`config.mk`:
```
export PLATFORM = sky130hd
export DESIGN_NAME = spi_cmd_decoder
export DESIGN_NICKNAME = d
export VERILOG_FILES = /design/src/rtl/spi_cmd_decoder.sv
export SDC_FILE = /design/constraint.sdc
export NUM_CORES = 1
export LEC_CHECK = 0
export BUFFER_PORTS_ARGS = -buffer_cell sky130_fd_sc_hd__clkbuf_2
export CORE_ASPECT_RATIO = 0.7
export CORE_MARGIN = 2
export CORE_UTILIZATION = 35
export CTS_CLUSTER_SIZE = 24
export DETAILED_ROUTE_END_ITERATION = 16
export MAX_ROUTING_LAYER = met4
export PLACE_DENSITY = 0.63
export SLEW_MARGIN = 10
export SYNTH_ARGS = -nofsm -noshare
export SYNTH_HDL_FRONTEND = slang
export SYNTH_SLANG_ARGS = --single-unit
```
`constraint.sdc`:
```
create_clock -name clk -period 3.6 [get_ports clk]
set_input_delay 0.18 -clock clk [delete_from_list [all_inputs] [get_ports clk]]
set_output_delay 0.18 -clock clk [all_outputs]
set_load 0.005 [all_outputs]
```
`src/rtl/spi_cmd_decoder.sv`:
```
// spi_cmd_decoder: frames SPI byte pulses into register write strobes.
// Frame = header byte {opcode[7:6], addr[5:0]} followed by big-endian words.
// Optional per-word checksum byte enabled by defining SPI_CKSUM_EN.
module spi_cmd_decoder #(
  parameter int DATA_W = 16
) (
  input  logic              clk,
  input  logic              rstn,
  input  logic              csn,
  input  logic [7:0]        byte_in,
  input  logic              byte_valid,
  output logic              reg_we,
  output logic [5:0]        reg_addr,
  output logic [DATA_W-1:0] reg_data,
  output logic [7:0]        err_cnt,
  output logic              busy
);

  localparam int         BYTES = DATA_W / 8;
  localparam logic [2:0] LAST  = 3'(BYTES - 1);

`ifdef SPI_CKSUM_EN
  typedef enum logic [1:0] {IDLE, DATA, CKSUM, DISCARD} state_t;
`else
  typedef enum logic [1:0] {IDLE, DATA, DISCARD} state_t;
`endif

  state_t            state_reg, state_next;
  logic [2:0]        cnt_reg, cnt_next;
  logic [DATA_W-1:0] shift_reg, shift_next;
  logic [7:0]        hdr_reg, hdr_next;
  logic [5:0]        addr_reg, addr_next;
`ifdef SPI_CKSUM_EN
  logic [7:0]        cksum_reg, cksum_next;
`endif

  logic              we_next;
  logic [5:0]        reg_addr_next;
  logic [DATA_W-1:0] reg_data_next;
  logic [7:0]        err_next;
  logic              err_inc;
  logic              word_done;
  logic [DATA_W-1:0] shifted;

  assign shifted   = (shift_reg << 8) | DATA_W'(byte_in);
  assign word_done = byte_valid && (cnt_reg == LAST);
  assign err_next  = (err_inc && (err_cnt != 8'hFF)) ? err_cnt + 8'd1 : err_cnt;

  // State, datapath and registered outputs
  always_ff @(posedge clk or negedge rstn) begin
    if (!rstn) begin
      state_reg <= IDLE;
      cnt_reg   <= '0;
      shift_reg <= '0;
      hdr_reg   <= '0;
      addr_reg  <= '0;
`ifdef SPI_CKSUM_EN
      cksum_reg <= '0;
`endif
      reg_we    <= 1'b0;
      reg_addr  <= '0;
      reg_data  <= '0;
      err_cnt   <= '0;
      busy      <= 1'b0;
    end else begin
      state_reg <= state_next;
      cnt_reg   <= cnt_next;
      shift_reg <= shift_next;
      hdr_reg   <= hdr_next;
      addr_reg  <= addr_next;
`ifdef SPI_CKSUM_EN
      cksum_reg <= cksum_next;
`endif
      reg_we    <= we_next;
      reg_addr  <= reg_addr_next;
      reg_data  <= reg_data_next;
      err_cnt   <= err_next;
      busy      <= (state_next != IDLE);
    end
  end

  // Next-state, write issue and error detection
  always_comb begin
    state_next    = state_reg;
    cnt_next      = cnt_reg;
    shift_next    = shift_reg;
    hdr_next      = hdr_reg;
    addr_next     = addr_reg;
`ifdef SPI_CKSUM_EN
    cksum_next    = cksum_reg;
`endif
    we_next       = 1'b0;
    reg_addr_next = reg_addr;
    reg_data_next = reg_data;
    err_inc       = 1'b0;

    case (state_reg)
      IDLE: begin
        // Bytes seen while deselected are dropped here
        if (!csn && byte_valid) begin
          hdr_next   = byte_in;
          addr_next  = byte_in[5:0];
          cnt_next   = '0;
          shift_next = '0;
`ifdef SPI_CKSUM_EN
          cksum_next = byte_in;
`endif
          case (byte_in[7:6])
            2'b01, 2'b10: state_next = DATA;
            2'b11: begin
              err_inc    = 1'b1;
              state_next = DISCARD;
            end
            default: state_next = DISCARD;
          endcase
        end
      end

      DATA: begin
        if (byte_valid) begin
          shift_next = shifted;
          cnt_next   = cnt_reg + 3'd1;
`ifdef SPI_CKSUM_EN
          cksum_next = cksum_reg ^ byte_in;
          if (word_done) begin
            cnt_next   = '0;
            state_next = CKSUM;
          end
`else
          if (word_done) begin
            cnt_next      = '0;
            we_next       = 1'b1;
            reg_addr_next = addr_reg;
            reg_data_next = shifted;
            if (hdr_reg[7]) addr_next  = addr_reg + 6'd1;
            else            state_next = DISCARD;
          end
`endif
        end
        if (csn) begin
          state_next = IDLE;
`ifdef SPI_CKSUM_EN
          // A word is never complete here: its checksum is still owed
          if (byte_valid || cnt_reg != 0 || !hdr_reg[7]) err_inc = 1'b1;
`else
          // Single frames sitting in DATA never wrote; bursts are fine on a word boundary
          if (!word_done && (byte_valid || cnt_reg != 0 || !hdr_reg[7])) err_inc = 1'b1;
`endif
        end
      end

`ifdef SPI_CKSUM_EN
      CKSUM: begin
        if (byte_valid) begin
          if (byte_in == cksum_reg) begin
            we_next       = 1'b1;
            reg_addr_next = addr_reg;
            reg_data_next = shift_reg;
            cksum_next    = hdr_reg;
            if (hdr_reg[7]) begin
              addr_next  = addr_reg + 6'd1;
              state_next = DATA;
            end else begin
              state_next = DISCARD;
            end
          end else begin
            err_inc    = 1'b1;
            state_next = DISCARD;
          end
        end
        if (csn) begin
          state_next = IDLE;
          if (!byte_valid) err_inc = 1'b1;
        end
      end
`endif

      DISCARD: begin
        if (csn) state_next = IDLE;
      end

      default: state_next = IDLE;
    endcase
  end

endmodule

```
# After elaboration in Yosys (flattened, before gate mapping)
# Cells that the tools add are included.
# op_classes
reduce_logical	18
n_shift	0
bitwise_logic	1
n_mul	0
n_mux	28
order_cmp	0
eq_ne	11
div	0
add_sub_neg	3
# op_table
cell	n
6-bit 2-to-1 mux	4
8-bit 2-to-1 mux	2
16-bit by 8-bit OR with 16-bit output	1
8-bit one-hot mux with 2 select lines	1
2-bit 2-to-1 mux	7
6-bit one-hot mux with 2 select lines	1
3-bit 2-to-1 mux	3
8-bit by 1-bit adder with 8-bit output, second input constant	1
2-bit != test, second input constant	4
8-bit != test, second input constant	1
1-bit 2-to-1 mux	7
6-bit by 1-bit adder with 6-bit output, second input constant	1
2-bit == test, second input constant	3
2-bit one-hot mux with 3 select lines	1
3-bit one-hot mux with 2 select lines	1
3-bit AND reduction	2
5-bit AND reduction	1
2-bit by 1-bit == test with 1-bit output, second input constant	2
1-bit logical AND	4
2-bit nonzero test	2
3-bit by 1-bit adder with 3-bit output, second input constant	1
3-bit by 1-bit == test with 1-bit output, second input constant	1
1-bit zero test	3
3-bit nonzero test	1
5 further kinds	6
# word_totals
output_inout_bits	32
mem_bits_ro	0
wordCells	71
ram_bits	0
ff_bits	59
latch_bits	0
n_memories	0

# Longest topological paths before layout
# Gate-level depths: netlist (run 1).
# depth
word_depth	8
ltp_mapped	8
ltp_nobuf	7

# Least setup slack after synthesis (run 1)
# Ideal clock, no wire load.
# synth_path
path_type	register -> register
start	register cnt_reg[1]
end	register reg_data[0]
slack_ps	2014
arrival_time_ps	1461
period_less_slack_ps	1586
stages_incl_launch_ff	7
setup_time_ps	125
path_buffers	1
required_ps	3475
path_cell_list	dfrtp_1 > inv_1 > ha_1 > nand3b_2 > nor2_2 > buf_2 > mux2_2
# synth_between
elab_chain_len	3
# synth_lines
element	line_no	source
start, declared	29	logic [2:0] cnt_reg, cnt_next;
start signal, assigned	67	cnt_reg <= cnt_next;
3-bit by 1-bit == test with 1-bit output	46	assign word_done = byte_valid && (cnt_reg == LAST);
1-bit logical AND	46	
3-bit AND reduction (no line)	--	
end signal, assigned	76	reg_data <= reg_data_next;
end, declared	14	output logic [DATA_W-1:0] reg_data,
# No other way between the ends.
# A chain may end at the register's enable or synchronous reset.

# Worst setup path in the final report (run 1)
# layout_path
start	register state_reg[1]
end	register err_cnt[1]
# layout_between
elab_chain_len	3
word_cells_on_any_way	4
classes_between	eq/ne: 1; mux: 1; reduce/logical: 2
# layout_lines
element	line_no	source
start, declared	28	state_t state_reg, state_next;
start signal, assigned	66	state_reg <= state_next;
2-bit by 1-bit == test with 1-bit output or 2-bit zero test (tied branches)	97	case (state_reg)
1-bit one-hot mux with 2 select lines (*)	97	
1-bit logical AND (*)	47	assign err_next = (err_inc && (err_cnt != 8'hFF)) ? err_cnt + 8'd1 : err_cnt;
end signal, assigned	77	err_cnt <= err_next;
end, declared	15	output logic [7:0] err_cnt,
# Mark *: on every way between the ends. The rest lies on a longest branch, timed or not.

==> results of run 1 <==
logic make-up (layout without fill, tap and decap cells):
logic type               after synthesis  in the layout  share of synthesized area
multiplexers                          25             25                      0.122
adder cells (fa/ha/maj)                6              6                     0.0327
flip-flops                            52             52                      0.566
AND/OR/NAND/NOR                       70             70                      0.161
AO/OA/AOI/OAI                         27             27                     0.0763
buffers and inverters                 12             59                     0.0223
XOR/XNOR                               5              5                     0.0191
per-stage QoR:
step | setup slack, ns | hold slack [ns] | util | instance area [um^2]
5_1_grt | 1.43 | 0.0916 | 0.430 | 2700
4_1_cts | 1.59 | 0.0979 | 0.430 | 2700
2_1_floorplan | 2.01 | -0.116 | - | 2300
3_5_place_dp | 1.60 | 0.195 | 0.413 | 2590
6_report | 1.58 | 0.107 | 0.430 | 2700
3_3_place_gp | 1.69 | 0.194 | 0.413 | 2590
cell type report:
| type | count | share of cell area |
|---|---|---|
| flip-flops and latches | 52 | 0.483 |
| multi-input cells | 133 | 0.350 |
| repair buffers | 46 | 0.0891 |
| well taps | 78 | 0.0362 |
| clock buffers | 7 | 0.0320 |
| inverters | 5 | 0.00696 |
| clock inverters | 1 | 0.00278 |
synthesized netlist by cell type, drive strengths merged:
cell | n | share of area
nor2 | 7 | 0.013
nand3b | 2 | 0.0082
and3b | 1 | 0.0038
and4b | 1 | 0.0044
nor2b | 1 | 0.0027
o22ai | 2 | 0.0054
or3 | 1 | 0.0027
nand2 | 23 | 0.038
a22oi | 1 | 0.0033
nor4b | 1 | 0.0065
xnor2 | 4 | 0.015
nand4 | 4 | 0.011
ha | 6 | 0.033
or2 | 1 | 0.0027
mux2i | 1 | 0.0044
mux2 | 24 | 0.12
nand2b | 2 | 0.0054
xor2 | 1 | 0.0038
a2111oi | 1 | 0.0038
clkbuf | 1 | 0.0016
nor3b | 1 | 0.0033
and2b | 1 | 0.0033
o211ai | 1 | 0.0054
a21oi | 10 | 0.028
a31oi | 1 | 0.0027
nand3 | 17 | 0.037
o21ai | 9 | 0.020
and2 | 1 | 0.0027
buf | 6 | 0.013
o21a | 1 | 0.0033
nor3 | 2 | 0.0044
o32a | 1 | 0.0044
dfrtp | 52 | 0.57
and3 | 3 | 0.0082
nand4bb | 1 | 0.0049
inv | 5 | 0.0082
report_power, final:
group          internal (mW)  switching [mW]  leakage [nW]
sequential             0.711          0.0992         0.692
clock                  0.157           0.189        0.0445
combinational          0.175           0.151         0.603
total                   1.04           0.440          1.34
worst register-to-register path, stage by stage (launching register included):
cell and delay, ns:
sky130_fd_sc_hd__dfrtp_1 0.46, sky130_fd_sc_hd__and2b_1 0.52, sky130_fd_sc_hd__nand4_1 0.29, sky130_fd_sc_hd__a21oi_4 0.29
sky130_fd_sc_hd__mux2_2 0.36
metal layers:
layer	share of wire	wire length (um)
met1	0.53	2460
met2	0.42	1930
met3	0.043	198
met4	0.0099	46
met5	0	0
worst min path at each step:
stage,start,end,slack (ns)
finish,csn,state_reg[1],0.11
global placement,rstn,cnt_reg[1],0.19
detailed placement,rstn,cnt_reg[1],0.19
global route,csn,state_reg[1],0.09
floorplan,rstn,addr_reg[0],-0.12
CTS,csn,state_reg[1],0.1
==> out/results.txt, run 1 <==
Status - complete, no violations
FF-to-FF path depth - 4
Max-slew violations - 0
Clock tree from TritonCTS - yes
Setup bufs post-CTS - 0
Drc violations - 0
Standard-cell row count - 24
Clock tree skew after final layout - 0.00968 ns
Worst slew pin tran - 0.563 ns
Total area of multi-input combinational cells - 945 um^2
Hpwl dp - 3.33 mm
Sum of negative setup slack - 0 ns
Diodes inserted - 0
R2R setup slack - 1.58 ns
Via count - 1,591
Routed via count divided by cell count - 4.94
Final weighted congestion of routability-driven global placement - 0.765
Setup repair after global routing missed its margin - false
Post-synthesis sequential area ratio - 0.566
CTS Root Cell - sky130_fd_sc_hd__clkbuf_8
Synth Cell Area - 2300 um^2
Placed Cells incl. Taps - 313
Initial Utilization - 0.366
Worst setup path class - register to register
Worst setup path startpoint - state_reg[1]
Endpoint of the worst setup timing path - err_cnt[1]
Fraction of layout instances using a drive strength above 1 - 0.340
Worst flop-to-flop path startpoint - state_reg[1]
CP Depth - 4
Critical path cell sequence - and2b_1 > nand4_1 > a21oi_4 > mux2_2
Horiz. Die Dim - 101 um
R2R Path End - err_cnt[1]
# hold bufs at CTS - 1
Flip-flop count of the largest register, all copies and words added - 16
Clock net sink count - 52
Critical-path cell with the highest stage delay - sky130_fd_sc_hd__and2b_1
Path class of the lowest-slack min-delay path - input port to register
Router iterations before antenna repair - 4
Count of maximum capacitance violations - 0
TritonCTS buffer count - 5
Commonest non-fill, non-tap cell in the layout - sky130_fd_sc_hd__dfrtp_1
Fin cells - 322
Area of the die - 7240 um^2
Cell count after synthesis - 197
Clock transition at the registers of the reported paths - 0.09 ns
Top-Level Pins - 44
Number of warning messages in the yosys log - 0
Post-layout net count - 261
Overall power consumption - 1.48 mW
Mean routed wirelength per cell - 14.4 um
Total grt overflow - 0
Largest incremental delay on the critical path - 0.52 ns
Register bit total from synthesis - 52
Met2 track utilization from global routing - 0.190
Global-route track usage on met3 - 0.0400
Final antenna-violating net count - 0
Net count after synthesis - 215
CTS-repair resized insts - 0
Peak fanout along the critical path - 14
Maximum number of buffers from clock root to sink - 2
Leakage power figure - 1.34 nW
Flip-flop and latch area - 1300 um^2
Vias in the first global route - 1,512
Vertical extent of the die - 71.8 um
Critical Path RT - 3.79 ns
Worst ir drop on vdd - 205 uV
GR Util All Layers - 0.142
Depth of the CTS H-tree - 2
Power density relative to cell area - 550 nW/um^2
Endpoint class of the critical path - register
First-iteration detailed-routing DRC count - 48
Crit path arrival time - 2.21 ns
Fmax - 0.495 GHz
Number of hold-slack violations in the final timing report - 0
Insertion delay to the later sink of the worst-skew pair - 0.31 ns
Global-route layer with the greatest usage - met1
Wire length of the first global-routing pass - 7.65 mm
Count of input and output buffers - 43
Placeable core region - 6280 um^2
Mean instance size in the synthesized netlist - 11.7 um^2
Met1 usage - 0.209
Startpoint Class - register
Crit path time final - 2.02 ns
Worst max-slew margin expressed relative to the limit - 0.615
Cells on Worst Hold Path - 2
Delay-heaviest family, CP - simple AND/OR/NAND/NOR gates
Share of the clock period used by the worst path after layout - 0.561
Antenna violations before repair - 0
Final setup violation count - 0
Area grow syn2layout - 17.4%
Most frequent cells in the layout - sky130_fd_sc_hd__dfrtp_1, sky130_fd_sc_hd__clkbuf_2, sky130_fd_sc_hd__mux2_2
Filler Cells Inserted - 603
Total wire length - 4.63 mm
Largest net degree at the start of global routing - 33
Number of different library cells in the post-synthesis netlist - 41
Worst path bufs/invs - 0
No activity file was read; power rests on OpenSTA's default activity.
==> inputs of run 2 (changes only) <==
Settings changed: ABC_AREA set to 1, PLACE_DENSITY 0.63 to 0.64.
Clock period 3.6 ns to 1.85 ns, I/O delays scaled along.
==> run 2 against run 1 <==
Critical path type unchanged; clock-buffer cell count shrank 1; total power rose by 110%; synthesized cell count rose by 47%; non-clock buffer count grew 2; combinational power up 150%; routed wire length increased by 13%; die area up 7.6%; worst setup slack worse by 1.3 ns; design area grew 7.8%; critical path depth increased by 4; final cell count is 34% higher; fmax up 29%.
==> out/results.txt, run 2 <==
Status - complete, no violations (unchanged)
Sequential cell fraction of total power - 0.528 (was 0.547)
Cell count after synthesis - 290 (was 197)
Destination of the worst hold path - reg_data[5] (was state_reg[1])
Clock transition at the registers of the reported paths - 0.10 ns (was 0.09 ns)
Register bit total from synthesis - 52 (unchanged)
Delay-heaviest family, CP - simple AND/OR/NAND/NOR gates (unchanged)
Max-slew violations - 0 (unchanged)
Power density relative to cell area - 1060 nW/um^2 (was 550 nW/um^2)
Share of the clock period used by the worst path after layout - 0.844 (was 0.561)
Initial Utilization - 0.364 (was 0.366)
Crit path time final - 1.56 ns (was 2.02 ns)
Post-synthesis sequential area ratio - 0.525 (was 0.566)
R2R setup slack - 0.29 ns (was 1.58 ns)
Via count - 1,992 (was 1,591)
Peak fanout along the critical path - 25 (was 14)
Mean instance size in the synthesized netlist - 8.55 um^2 (was 11.7 um^2)
Cell with the most instances on the worst path - sky130_fd_sc_hd__nand2_1
Startpoint Class - register (unchanged)
Switching portion of total power - 0.341 (was 0.297)
Most frequent cells in the layout - sky130_fd_sc_hd__nand2_1, sky130_fd_sc_hd__dfrtp_1, sky130_fd_sc_hd__clkbuf_2 (was sky130_fd_sc_hd__dfrtp_1, sky130_fd_sc_hd__clkbuf_2, sky130_fd_sc_hd__mux2_2)
Drc violations - 0 (unchanged)
Worst path bufs/invs - 2 (was 0)
R2R Path End - reg_addr[1] (was err_cnt[1])
Fraction of synthesized cell area taken by the top area cell type - 0.525 (was 0.566)
Synth Cell Area - 2480 um^2 (was 2300 um^2)
Placed Cells incl. Taps - 423 (was 313)
Mean routed wirelength per cell - 12.2 um (was 14.4 um)
Switching power - 1.05 mW (was 0.440 mW)
Top cells by instance count after synthesis - sky130_fd_sc_hd__nand2_1, sky130_fd_sc_hd__dfrtp_1, sky130_fd_sc_hd__o21ai_0 (was sky130_fd_sc_hd__dfrtp_1, sky130_fd_sc_hd__mux2_2, sky130_fd_sc_hd__nand2_1)
Critical path cell sequence - inv_1 > ha_1 > nand2_1 > nor2_2 > nand2_2 > buf_12 > nand2_1 > o21ai_0 (was and2b_1 > nand4_1 > a21oi_4 > mux2_2)
Number of warning messages in the yosys log - 0 (unchanged)
Vertical extent of the die - 74.4 um (was 71.8 um)
Hpwl dp - 3.92 mm (was 3.33 mm)
Worst slew pin tran - 0.549 ns (was 0.563 ns)
Area of the die - 7790 um^2 (was 7240 um^2)
Router iterations before antenna repair - 4 (unchanged)
Cells taking the most area after synthesis - sky130_fd_sc_hd__dfrtp_1, sky130_fd_sc_hd__nand2_1, sky130_fd_sc_hd__o21ai_0, sky130_fd_sc_hd__nand3_1, sky130_fd_sc_hd__inv_1 (was sky130_fd_sc_hd__dfrtp_1, sky130_fd_sc_hd__mux2_2, sky130_fd_sc_hd__nand2_1, sky130_fd_sc_hd__nand3_1, sky130_fd_sc_hd__ha_1)
Filler Cells Inserted - 697 (was 603)
Fin cells - 432 (was 322)
Endpoint class of the critical path - register (unchanged)
Clock tree from TritonCTS - yes (unchanged)
Post-layout net count - 355 (was 261)
Part of the total power dissipated in the clock network - 0.210 (was 0.233)
Cell accounting for the most synthesized area - sky130_fd_sc_hd__dfrtp_1 (unchanged)
Leakage power figure - 1.50 nW (was 1.34 nW)
Async set-reset flop share out of synthesis - 1.00 (unchanged)
Worst slack on hold paths - 0.0219 ns (was 0.107 ns)
First-iteration detailed-routing DRC count - 82 (was 48)
Antenna violations before repair - 0 (unchanged)
Final setup violation count - 0 (unchanged)
Setup bufs post-CTS - 0 (unchanged)
Flip-flop and latch area - 1300 um^2 (unchanged)
Largest incremental delay on the critical path - 0.39 ns (was 0.52 ns)
Largest net degree at the start of global routing - 33 (unchanged)
Number of different library cells in the post-synthesis netlist - 30 (was 41)
GR Util All Layers - 0.156 (was 0.142)
Total area of multi-input combinational cells - 1000 um^2 (was 945 um^2)
Count of maximum capacitance violations - 0 (unchanged)
Horiz. Die Dim - 105 um (was 101 um)
Maximum number of buffers from clock root to sink - 2 (unchanged)
Clock net sink count - 52 (unchanged)
TritonCTS buffer count - 5 (unchanged)
Top-Level Pins - 44 (unchanged)
Min-Delay Startpoint - byte_in[5] (was csn)
Total grt overflow - 0 (unchanged)
Diodes inserted - 0 (unchanged)
Routed via count divided by cell count - 4.61 (was 4.94)
Count of input and output buffers - 43 (unchanged)
Fmax - 0.641 GHz (was 0.495 GHz)
Total wire length - 5.26 mm (was 4.63 mm)
Cells on Worst Hold Path - 3 (was 2)
Path class of the lowest-slack min-delay path - input port to register (unchanged)
Flip-flop count of the largest register, all copies and words added - 16 (unchanged)
Fraction of layout instances using a drive strength above 1 - 0.210 (was 0.340)
Final antenna-violating net count - 0 (unchanged)
Insertion delay to the later sink of the worst-skew pair - 0.30 ns (was 0.31 ns)
Worst flop-to-flop path startpoint - cnt_reg[1] (was state_reg[1])
Most frequently used cell type in the post-synthesis netlist - sky130_fd_sc_hd__nand2_1 (was sky130_fd_sc_hd__dfrtp_1)
CTS Root Cell - sky130_fd_sc_hd__clkbuf_8 (unchanged)
Setup repair after global routing missed its margin - false (unchanged)
Worst ir drop on vdd - 484 uV (was 205 uV)
Wire length of the first global-routing pass - 9.34 mm (was 7.65 mm)
FF-to-FF path depth - 8 (was 4)
Critical-path cell with the highest stage delay - sky130_fd_sc_hd__dfrtp_1 (was sky130_fd_sc_hd__and2b_1)
Vias in the first global route - 1,943 (was 1,512)
Final weighted congestion of routability-driven global placement - 0.805 (was 0.765)
Placeable core region - 6820 um^2 (was 6280 um^2)
Logic gate share of total power - 0.262 (was 0.220)
Sum of negative setup slack - 0 ns (unchanged)
Number of hold-slack violations in the final timing report - 0 (unchanged)
Net count after synthesis - 308 (was 215)
Number of synthesized flops with an enable pin - 0 (unchanged)
Crit path arrival time - 1.75 ns (was 2.21 ns)
Standard-cell row count - 25 (was 24)
Clock tree skew after final layout - 0.00748 ns (was 0.00968 ns)
Worst max-slew margin expressed relative to the limit - 0.634 (was 0.615)
Area grow syn2layout - 17.3% (was 17.4%)
Commonest non-fill, non-tap cell in the layout - sky130_fd_sc_hd__nand2_1 (was sky130_fd_sc_hd__dfrtp_1)
Depth of the CTS H-tree - 2 (unchanged)
Critical Path RT - 2.04 ns (was 3.79 ns)
Top_reg_cell synth - sky130_fd_sc_hd__dfrtp_1 (unchanged)
Worst setup path class - register to register (unchanged)
Utilization after layout - 0.426 (was 0.430)
Internal power consumption - 2.04 mW (was 1.04 mW)
run 2: kinds of logic (layout without fill, tap and decap cells):
family / count (synthesis) / in the layout / share of synthesized area
XOR/XNOR: 3 / 3 / 0.0106
adder cells (fa/ha/maj): 6 / 6 / 0.0303
flip-flops: 52 / 52 / 0.525
AO/OA/AOI/OAI: 40 / 40 / 0.0863
buffers and inverters: 39 / 87 / 0.0706
AND/OR/NAND/NOR: 150 / 150 / 0.278
run 2: stage by stage:
stage / power (mW) / cell area [um^2] / setup slack, ns
5_1_grt: 3.36 / 2910 / 0.100
3_3_place_gp: 2.45 / 2810 / 0.325
2_1_floorplan: 2.10 / 2480 / 0.508
6_report: 3.09 / 2910 / 0.289
3_5_place_dp: 2.48 / 2810 / 0.288
4_1_cts: 3.14 / 2910 / 0.282
run 2: tightest hold or removal path, delay by kind of cell:
family	cells	cell delay (ns)
and+or+nand+nor	2	0.10
buffers and inverters	1	0.11
run 2: power groups by stage:
stage                     clock [mW]  sequential [mW]  combinational [mW]
after floorplan                    0             1.63               0.469
after global placement             0             1.65               0.801
after detailed placement           0             1.65               0.824
after CTS                      0.678             1.64               0.826
after global routing           0.729             1.68               0.948
final                          0.649             1.63               0.810
run 2: what timing repair did:
item | in CTS | in global routing
hold buffers | 1 | 0
endpoints found under the hold margin | 20 | 0
resized for setup | 0 | 0
run 2: worst max path at each step:
| stage | cells after the start | end | start |
|---|---|---|---|
| after floorplan | 7 | err_cnt[6] | cnt_reg[0] |
| after global placement | 10 | err_cnt[4] | cnt_reg[0] |
| after detailed placement | 8 | reg_addr[1] | cnt_reg[1] |
| after CTS | 8 | reg_addr[1] | cnt_reg[1] |
| after global routing | 10 | err_cnt[4] | cnt_reg[0] |
| final | 8 | reg_addr[1] | cnt_reg[1] |
run 2: layer usage:
metal  up-vias  track usage  share of wire
met1       934        0.207           0.50
met3         4       0.0359          0.053
met2        38        0.240           0.44
met5         -            -              0
met4         0       0.0489         0.0068
li1       1016            -              -
run 2: cell type report:
type,count,area share
Timing Repair Buffer,48,0.0964
Tap cell,94,0.0404
Multi-Input combinational cell,199,0.345
Inverter,31,0.0400
Clock buffer,6,0.0250
Clock inverter,2,0.00559
Sequential cell,52,0.448
==> inputs of run 3 (changes only) <==
Clock period 1.85 ns to 1.3 ns, I/O delays scaled along.
==> run 3 against run 2 <==
The run now ends with setup timing left; clock power grew 54%; non-clock buffer count grew 36; register-to-register slack lost 0.42 ns; fmax grew 9.3%; utilization grew 8.2 points; routed wire length grew 14%; final cell count grew 8.6%; via count grew 8.4%; global-route usage grew 0.56 points.
==> out/results.txt, run 3 (synthesized netlist as in run 2, its figures left out) <==
Drc violations - 0 (unchanged)
Total wire length - 6.00 mm (was 5.26 mm)
Maximum number of buffers from clock root to sink - 2 (unchanged)
Placeable core region - 6820 um^2 (unchanged)
Antenna violations before repair - 0 (unchanged)
Clock tree from TritonCTS - yes (unchanged)
Fin cells - 469 (was 432)
Clock tree skew after final layout - 0.00947 ns (was 0.00748 ns)
Critical path cell sequence - inv_2 > ha_4 > nand2_2 > inv_2 > nand2_2 > nand2_2 > o21ai_4 > nand2_4 > nand2_2 > nand2_1 (was inv_1 > ha_1 > nand2_1 > nor2_2 > nand2_2 > buf_12 > nand2_1 > o21ai_0)
Critical Path RT - 1.51 ns (was 2.04 ns)
GR Util All Layers - 0.161 (was 0.156)
CTS Root Cell - sky130_fd_sc_hd__clkbuf_8 (unchanged)
Via count - 2,160 (was 1,992)
Endpoint class of the critical path - register (unchanged)
Final setup violation count - 36 (was 0)
Largest net degree at the start of global routing - 53 (was 33)
Area grow syn2layout - 39.9% (was 17.3%)
Min-Delay Startpoint - byte_in[2] (was byte_in[5])
Placed standard-cell area - 2960 um^2 (was 2810 um^2)
Worst ir drop on vdd - 656 uV (was 484 uV)
Hpwl dp - 4.05 mm (was 3.92 mm)
Startpoint Class - register (unchanged)
Depth of the CTS H-tree - 2 (unchanged)
Post-layout net count - 392 (was 355)
Power density relative to cell area - 1440 nW/um^2 (was 1060 nW/um^2)
Worst setup path class - register to register (unchanged)
Setup repair after global routing missed its margin - true (was false)
Total area of multi-input combinational cells - 1160 um^2 (was 1000 um^2)
Worst slew pin tran - 0.296 ns (was 0.549 ns)
Count of maximum capacitance violations - 0 (unchanged)
Vias in the first global route - 1,984 (was 1,943)
Initial Utilization - 0.364 (unchanged)
Total grt overflow - 0 (unchanged)
Commonest non-fill, non-tap cell in the layout - sky130_fd_sc_hd__nand2_1 (unchanged)
Horiz. Die Dim - 105 um (unchanged)
Area of the die - 7790 um^2 (unchanged)
Worst max-slew margin expressed relative to the limit - 0.803 (was 0.634)
Crit path arrival time - 1.63 ns (was 1.75 ns)
Placed Cells incl. Taps - 439 (was 423)
Final antenna-violating net count - 0 (unchanged)
Wire length of the first global-routing pass - 9.49 mm (was 9.34 mm)
Top-Level Pins - 44 (unchanged)
Insertion delay to the later sink of the worst-skew pair - 0.31 ns (was 0.30 ns)
Fraction of layout instances using a drive strength above 1 - 0.384 (was 0.210)
R2R setup slack - -0.13 ns (was 0.29 ns)
Status - complete, but fails checks (was complete, no violations)
Critical-path cell with the highest stage delay - sky130_fd_sc_hd__dfrtp_2 (was sky130_fd_sc_hd__dfrtp_1)
Path class of the lowest-slack min-delay path - input port to register (unchanged)
Worst path bufs/invs - 2 (unchanged)
Delay-heaviest family, CP - flip-flops (was simple AND/OR/NAND/NOR gates)
Standard-cell row count - 25 (unchanged)
Utilization after layout - 0.509 (was 0.426)
Overall power consumption - 4.98 mW (was 3.09 mW)
Most frequent cells in the layout - sky130_fd_sc_hd__nand2_1, sky130_fd_sc_hd__dfrtp_1, sky130_fd_sc_hd__clkbuf_2 (unchanged)
Peak fanout along the critical path - 8 (was 25)
First-iteration detailed-routing DRC count - 78 (was 82)
Router iterations before antenna repair - 4 (unchanged)
Diodes inserted - 0 (unchanged)
Finished layout cell area - 3470 um^2 (was 2910 um^2)
Routed via count divided by cell count - 4.61 (about the same)
Crit path time final - 1.43 ns (was 1.56 ns)
TritonCTS buffer count - 5 (unchanged)
Count of input and output buffers - 43 (unchanged)
Max-slew violations - 0 (unchanged)
Violations in the final reports - setup timing
Flip-flop and latch area - 1300 um^2 (about the same)
Largest incremental delay on the critical path - 0.43 ns (was 0.39 ns)
Worst slack on hold paths - 0.00124 ns (was 0.0219 ns)
Clock net sink count - 52 (unchanged)
Fmax - 0.700 GHz (was 0.641 GHz)
Final weighted congestion of routability-driven global placement - 0.897 (was 0.805)
Clock transition at the registers of the reported paths - 0.10 ns (about the same)
Share of the clock period used by the worst path after layout - 1.10 (was 0.844)
Cell with the most instances on the worst path - sky130_fd_sc_hd__nand2_2 (was sky130_fd_sc_hd__nand2_1)
Post-route setup slack - -0.128 ns (was 0.289 ns)
Worst flop-to-flop path startpoint - cnt_reg[0] (was cnt_reg[1])
Vertical extent of the die - 74.4 um (unchanged)
Number of hold-slack violations in the final timing report - 0 (unchanged)
Mean routed wirelength per cell - 12.8 um (was 12.2 um)
Worst setup path startpoint - cnt_reg[0] (was cnt_reg[1])
Leakage power figure - 1.74 nW (was 1.50 nW)
Flip-flop count of the largest register, all copies and words added - 16 (unchanged)
Filler Cells Inserted - 649 (was 697)
==> run 3: changes by cell type in the layout (fill, tap and decap cells not counted), sizes merged <==
cell,previous run,this run
buf,4,35
dlygate4sd3,1,5
clkbuf,49,50
clkinvlp,1,0
inv,31,32
nand3,27,28
==> run 3: metrics by stage <==
stage          setup TNS, ns  setup WS, ns
6_report               -2.76        -0.128
5_1_grt                -5.76        -0.212
4_1_cts                -1.49       -0.0786
3_5_place_dp           -4.62        -0.185
3_3_place_gp           -2.85        -0.150
2_1_floorplan         -0.110       -0.0150
==> run 3: per-layer routing <==
layer  vias up  track usage  wire [um]
li1       1096            -          -
met1      1028        0.211       2970
met2        30        0.253       2760
met3         6       0.0324        192
met4         0       0.0593         71
met5         -            -          0
==> run 3: where the power goes <==
part	total, mW	internal, mW	switching (mW)
clock network	0.997	0.437	0.561
logic	1.68	0.829	0.848
registers	2.31	2.01	0.297
==> run 3: layout make-up <==
class | count | area share
well taps | 94 | 0.0339
flip-flops and latches | 52 | 0.376
repair buffers | 84 | 0.191
clock buffers | 6 | 0.0238
inverters | 31 | 0.0357
multi-input cells | 200 | 0.336
clock inverters | 2 | 0.00397
==> run 3: timing repair <==
action                     4_1_cts  5_1_grt
gates resized for setup         33       41
hold buffers                     5        0
pin swaps                        8       13
gates cloned                     1        2
hold endpoints to repair        56        0
buffers inserted                 3       11
setup endpoints to repair       44       42
==> run 3: worst register-to-register path: stages, from the launching register on <==
cell and delay, ns:
sky130_fd_sc_hd__dfrtp_2 0.43, sky130_fd_sc_hd__inv_2 0.07, sky130_fd_sc_hd__ha_4 0.15, sky130_fd_sc_hd__nand2_2 0.05, sky130_fd_sc_hd__inv_2 0.04, sky130_fd_sc_hd__nand2_2 0.05
sky130_fd_sc_hd__nand2_2 0.07, sky130_fd_sc_hd__o21ai_4 0.22, sky130_fd_sc_hd__nand2_4 0.12, sky130_fd_sc_hd__nand2_2 0.08, sky130_fd_sc_hd__nand2_1 0.04
==> run 3: path summary, 6_finish.rpt <==
kind,to,cells after the start
max,err_cnt[1],10
min,reg_data[2],3
max reg2reg,err_cnt[1],10
min reg2reg,reg_data[7],2
max in group asynchronous,cnt_reg[0],3
min in group asynchronous,err_cnt[2],3
